===== src/rtl/lcd_pkg.sv =====
// Shared types, character constants and helpers for the LCD line formatter.
package lcd_pkg;

    localparam int unsigned LCD_COLS  = 16;
    localparam int unsigned CHAR_W    = 8;
    localparam int unsigned LINE_W    = LCD_COLS * CHAR_W;
    localparam int unsigned NUM_DIGITS = 8;

    localparam logic [7:0] CHAR_SPACE = 8'h20;
    localparam logic [7:0] CHAR_COLON = 8'h3A;
    localparam logic [7:0] CHAR_QMARK = 8'h3F;

    typedef logic [LINE_W-1:0] line_t;

    localparam line_t BLANK_LINE = {LCD_COLS{CHAR_SPACE}};

    typedef enum logic [1:0] {
        IDLE   = 2'd0,
        CONV   = 2'd1,
        COMMIT = 2'd2
    } fmt_state_t;

    // Map one nibble to its ASCII hex digit, upper or lower case letters.
    function automatic logic [7:0] hex2ascii(input logic [3:0] nibble, input logic upper);
        logic [7:0] base;
        if (nibble < 4'd10) begin
            return 8'h30 + {4'h0, nibble};
        end
        base = upper ? 8'h41 : 8'h61;
        return base + {4'h0, nibble} - 8'd10;
    endfunction

    // Replace non-printable bytes so the panel never receives control codes.
    function automatic logic [7:0] sanitize_char(input logic [7:0] c);
        return ((c < 8'h20) || (c > 8'h7E)) ? CHAR_QMARK : c;
    endfunction

endpackage


===== src/rtl/lcd_line_formatter.sv =====
// Renders "label: XXXXXXXX" lines one hex digit per clock and commits them atomically.
module lcd_line_formatter
    import lcd_pkg::*;
#(
    parameter bit HEX_UPPER   = 1'b1,
    parameter bit BLANK_ZEROS = 1'b0
) (
    input  logic        clk_50mhz,
    input  logic        rst,
    input  logic        req_valid,
    output logic        req_ready,
    input  logic        req_line,
    input  logic [31:0] req_label,
    input  logic [31:0] req_value,
    output line_t       line1_buffer,
    output line_t       line2_buffer,
    output logic [1:0]  line_updated
);

    fmt_state_t  state_q;
    logic        line_sel_q;
    logic [31:0] value_q;
    logic [2:0]  digit_k_q;
    logic        blank_q;
    line_t       work_q;
    line_t       line1_q;
    line_t       line2_q;
    logic [1:0]  updated_q;
    logic        ready_q;

    logic [3:0]  nibble_c;
    logic        digit_blank_c;
    logic [7:0]  digit_char_c;
    logic [6:0]  digit_lsb_c;

    // Current digit: value is shifted left so the next nibble is always at the top.
    always_comb begin
        nibble_c      = value_q[31:28];
        digit_blank_c = blank_q && (nibble_c == 4'h0) && (digit_k_q != 3'd7);
        digit_char_c  = digit_blank_c ? CHAR_SPACE : hex2ascii(nibble_c, HEX_UPPER);
        // Column 6+k sits at byte (15-(6+k)) from the LSB end.
        digit_lsb_c   = {4'd9 - {1'b0, digit_k_q}, 3'b000};
    end

    // Request accept, per-digit rendering and atomic commit.
    always_ff @(posedge clk_50mhz or negedge rst) begin
        if (!rst) begin
            state_q    <= IDLE;
            line_sel_q <= 1'b0;
            value_q    <= '0;
            digit_k_q  <= '0;
            blank_q    <= 1'b0;
            work_q     <= BLANK_LINE;
            line1_q    <= BLANK_LINE;
            line2_q    <= BLANK_LINE;
            updated_q  <= '0;
            ready_q    <= 1'b0;
        end else begin
            updated_q <= '0;
            case (state_q)
                IDLE: begin
                    if (req_valid && ready_q) begin
                        line_sel_q <= req_line;
                        value_q    <= req_value;
                        digit_k_q  <= '0;
                        blank_q    <= BLANK_ZEROS;
                        work_q     <= {sanitize_char(req_label[31:24]),
                                       sanitize_char(req_label[23:16]),
                                       sanitize_char(req_label[15:8]),
                                       sanitize_char(req_label[7:0]),
                                       CHAR_COLON, CHAR_SPACE,
                                       {10{CHAR_SPACE}}};
                        ready_q    <= 1'b0;
                        state_q    <= CONV;
                    end else begin
                        ready_q <= 1'b1;
                    end
                end
                CONV: begin
                    work_q[digit_lsb_c +: 8] <= digit_char_c;
                    value_q   <= {value_q[27:0], 4'h0};
                    digit_k_q <= digit_k_q + 3'd1;
                    if (!digit_blank_c) begin
                        blank_q <= 1'b0;
                    end
                    if (digit_k_q == 3'd7) begin
                        state_q <= COMMIT;
                    end
                end
                COMMIT: begin
                    if (line_sel_q) begin
                        line2_q   <= work_q;
                        updated_q <= 2'b10;
                    end else begin
                        line1_q   <= work_q;
                        updated_q <= 2'b01;
                    end
                    ready_q <= 1'b1;
                    state_q <= IDLE;
                end
                default: begin
                    ready_q <= 1'b0;
                    state_q <= IDLE;
                end
            endcase
        end
    end

    assign req_ready    = ready_q;
    assign line1_buffer = line1_q;
    assign line2_buffer = line2_q;
    assign line_updated = updated_q;

endmodule

===== config.mk =====
export PLATFORM = sky130hd
export DESIGN_NAME = lcd_line_formatter
export DESIGN_NICKNAME = d
export VERILOG_FILES = /design/src/rtl/lcd_pkg.sv /design/src/rtl/lcd_line_formatter.sv
export SDC_FILE = /design/constraint.sdc
export NUM_CORES = 1
export LEC_CHECK = 0
export CAP_MARGIN = 20
export CORE_MARGIN = 1
export CORE_UTILIZATION = 50
export CTS_CLUSTER_SIZE = 30
export DETAILED_ROUTE_END_ITERATION = 12
export GPL_ROUTABILITY_DRIVEN = 0
export GPL_TIMING_DRIVEN = 0
export MAX_ROUTING_LAYER = met4
export PLACE_DENSITY = 0.78
export SLEW_MARGIN = 20
export SYNTH_ARGS = -nofsm -noshare
export SYNTH_HDL_FRONTEND = slang
export SYNTH_SLANG_ARGS = --single-unit

===== constraint.sdc =====
create_clock -name clk_50mhz -period 2.7 [get_ports clk_50mhz]
set_clock_uncertainty 0.2 [all_clocks]
set_input_delay 0.405 -clock clk_50mhz [delete_from_list [all_inputs] [get_ports clk_50mhz]]
set_output_delay 0.405 -clock clk_50mhz [all_outputs]
set_load 0.01 [all_outputs]

==> results.sh <==
export IMPL_grtUsageTotal_pct=29.9
export IMPL_final_area_sq_um=21400
export IMPL_yosysSeqAreaShare_pct=60.8
export IMPL_cts_max_path_buffers=3
export IMPL_muxShareOfSynthArea_pct=10.8
export IMPL_postSynthCellCount=1463
export IMPL_synth_edff_count=0
export IMPL_vias_per_cell=5.55
export IMPL_cts_buffers=40
export IMPL_worstMarginPinSlew_ns=1.26
export IMPL_fin_crit_sh_pct=101
export IMPL_clkSlewWorstSetupHoldPaths_ns=0.07
export IMPL_finalCriticalPeriod_ns=2.72
export IMPL_die_h_um=182
export IMPL_netlist_top_cells_area="dfrtp_1 53%, nand2_1 10%, mux2_2 8.1%"
export IMPL_ir_worst_vdd_mv=0.627
export IMPL_critPathArrivalTime_ns=2.95
export IMPL_grt_max_degree=102
export IMPL_fmax_ghz=0.367
export IMPL_hold_viol=0
export IMPL_p_per_area_nw_per_um2=1060
export IMPL_drv_slew=0
export IMPL_async_reset_ff_share_pct=100
export IMPL_netSwitchingPower_mw=8.01
export IMPL_run_status="finished, violations left"
export IMPL_cp_required_ns=2.93
export IMPL_power_frac_seq_pct=39.9
export IMPL_ys_flop_type="dfrtp_1"
export IMPL_cts_root_buffer="clkbuf_16"
export IMPL_setup_tns_ns=-0.0330
export IMPL_synth_xor_area_share_pct=0.0543
export IMPL_via_count=12600
export IMPL_cts_sinks=389
export IMPL_detail_route_wirelength_um=47500
export IMPL_p_comb_share_pct=35.1
export IMPL_dpl_cell_area_sq_um=19900
export IMPL_end_kind="register"
export IMPL_reg2reg_depth=5
export IMPL_htreeDepth=2
export IMPL_synth_common_cells="437 x nand2_1, 341 x dfrtp_1, 116 x mux2_2, 70 x nor2_1, 53 x o21ai_0"
export IMPL_r2r_start="value_q[30]"
export IMPL_row_count=65
export IMPL_die_area_sq_um=33000
export IMPL_drt_first_pass_iters=6
export IMPL_syn_to_final_growth_pct=32.7
export IMPL_relSlewSlack_pct=16.0
export IMPL_grt_pass1_wl_um=73100
export IMPL_setup_ws_ns=-0.0217
export IMPL_ant_nets=0
export IMPL_yosysWarningCount=0
export IMPL_yosysTopAreaCell="dfrtp_1"
export IMPL_drtIter0Drc=910
export IMPL_wl_per_cell_um=20.9
export IMPL_crit_type="reg -> reg"
export IMPL_die_w_um=182
export IMPL_synth_compound_area_share_pct=7.30
export IMPL_synth_top_area_share_pct=52.9
export IMPL_pre_cts_slack_ns=-0.318
export IMPL_syn_avg_cell_area_sq_um=11.0
export IMPL_synth_top_family_by_area="simple AND/OR/NAND/NOR gates"
export IMPL_violations="setup timing"
export IMPL_clkLatencyLatePin_ns=0.52
export IMPL_p_leak_nw=10.1
export IMPL_antenna_found_initial=2
export IMPL_hp_class="in -> async"
export IMPL_post_synth_fa_ha_maj_area_fraction_pct=0.854
export IMPL_internal_power_mw=14.7
export IMPL_reg2reg_to="work_q[107]"
export IMPL_grt_overflow=0
export IMPL_switching_share_pct=35.3
export IMPL_io_buffers=302
export IMPL_cts_tree="yes"
export IMPL_io_pin_count=327
export IMPL_setup_viol=2
export IMPL_layout_drive_gt1_share_pct=18.9
export IMPL_synthSimpleGateAreaFrac_pct=16.2
export IMPL_crit_end="work_q[107]"
export IMPL_coreArea_sq_um=31600
export IMPL_cp_startpoint="value_q[30]"
export IMPL_ys_types=66
export IMPL_netlist_area_sq_um=16100
export IMPL_p_clk_share_pct=25.0
export IMPL_synth_most_common_cell="nand2_1"
export IMPL_initial_core_util_pct=51.0
export IMPL_rsz0062_at_grt="false"
export IMPL_start_kind="register"
export IMPL_dp_hpwl_um=34400
export IMPL_maxCapViolCount=0
export IMPL_crit_fanout=8
export IMPL_first_global_vias=12400
export IMPL_rrSetupSlack_ns=-0.02
export IMPL_power_mw=22.7
export IMPL_ys_ff_latch=389
export IMPL_nNetsFinal=1922
export IMPL_post_route_drc_count=0
## registers in the layout, indices dropped and copies added, names as in the netlist
register and flops:
digit_k_q 3, line1_buffer 116, line2_buffer 116, line_sel_q 1, line_updated 2, req_ready 1, state_q 2, value_q 32
work_q 116
## metrics by stage
stage	util, %	std cells	hold WS (ns)
2_1_floorplan	-	1486	-0.0906
3_3_place_gp	62.4	2190	0.247
3_5_place_dp	62.8	2194	0.139
4_1_cts	67.1	2267	0.198
5_1_grt	67.6	2277	0.236
6_report	67.6	2277	0.192
## power by group through the flow
stage | combinational (mW) | sequential (mW) | clock [mW]
final | 7.97 | 9.06 | 5.68
after global routing | 8.56 | 9.25 | 5.94
after CTS | 7.71 | 9.04 | 5.73
after detailed placement | 7.62 | 9.13 | 0
after global placement | 7.39 | 9.07 | 0
after floorplan | 3.91 | 9.07 | 0
## layout by cell type (no fill, tap or decap), types with 13 or more instances in the layout
cell	n
inv_1	15
dfstp_2	48
mux2_2	116
clkbuf_16	41
o22ai_1	29
buf_2	36
conb_1	24
nand3_1	42
dfrtp_1	341
clkbuf_1	34
buf_4	34
nor2_1	69
clkdlybuf4s50_1	301
o21ai_0	53
mux2i_1	44
nand2_1	437
o21ai_1	13
## kinds of logic (layout without fill, tap and decap cells)
family | Yosys count | after routing
AND/OR/NAND/NOR | 610 | 610
buffers and inverters | 122 | 509
multiplexers | 160 | 160
other | 1 | 26
XOR/XNOR | 1 | 1
AO/OA/AOI/OAI | 169 | 169
flip-flops | 389 | 389
adder cells (fa/ha/maj) | 11 | 11
## routing by layer
metal	vias up	global-route usage, %	wire, um	part of all wire, %
li1	5644	-	-	-
met1	6373	38.7	19600	41
met2	528	48.6	23300	49
met3	96	4.75	3190	6.7
met4	0	9.42	1370	2.9
met5	-	-	0	0
## how the worst min path moves through the flow
| stage | to | cells past startpoint | startpoint | slack, ns |
|---|---|---|---|---|
| floorplan | digit_k_q[0] | 0 | rst | -0.09 |
| global placement | line2_buffer[93] | 2 | line2_buffer[93] | 0.25 |
| detailed placement | line2_buffer[89] | 1 | rst | 0.14 |
| CTS | line1_buffer[123] | 2 | rst | 0.20 |
| global route | line1_buffer[123] | 2 | rst | 0.24 |
| finish | line1_buffer[124] | 2 | rst | 0.19 |
## worst max-delay path, stage by stage, from the launching register on
cell and delay (ns):
dfrtp_1 0.36, clkbuf_1 0.18, nand2b_1 0.21, nor2_1 0.95, nand2_1 0.43, o221ai_1 0.30
## area by class of cell
| cell class | count | area [sq um] |
|---|---|---|
| fill | 2360 | 10200 |
| sequential | 389 | 9790 |
| multi-input combinational | 975 | 5840 |
| timing repair buffer | 315 | 3250 |
| clock buffer | 55 | 1190 |
| buffer | 106 | 592 |
| tap | 402 | 503 |
| clock inverter | 17 | 176 |
| inverter | 16 | 60.1 |
| antenna | 2 | 5.00 |
## repair_timing
| action | 4_1_cts | 5_1_grt |
|---|---|---|
| setup buffers | 0 | 8 |
| endpoints found under the setup margin | 29 | 105 |
| hold buffers | 1 | 0 |
| pin swaps | 0 | 9 |
| gates resized for setup | 3 | 18 |
| hold endpoints to repair | 44 | 0 |
Power figures use the tool's default switching activity.
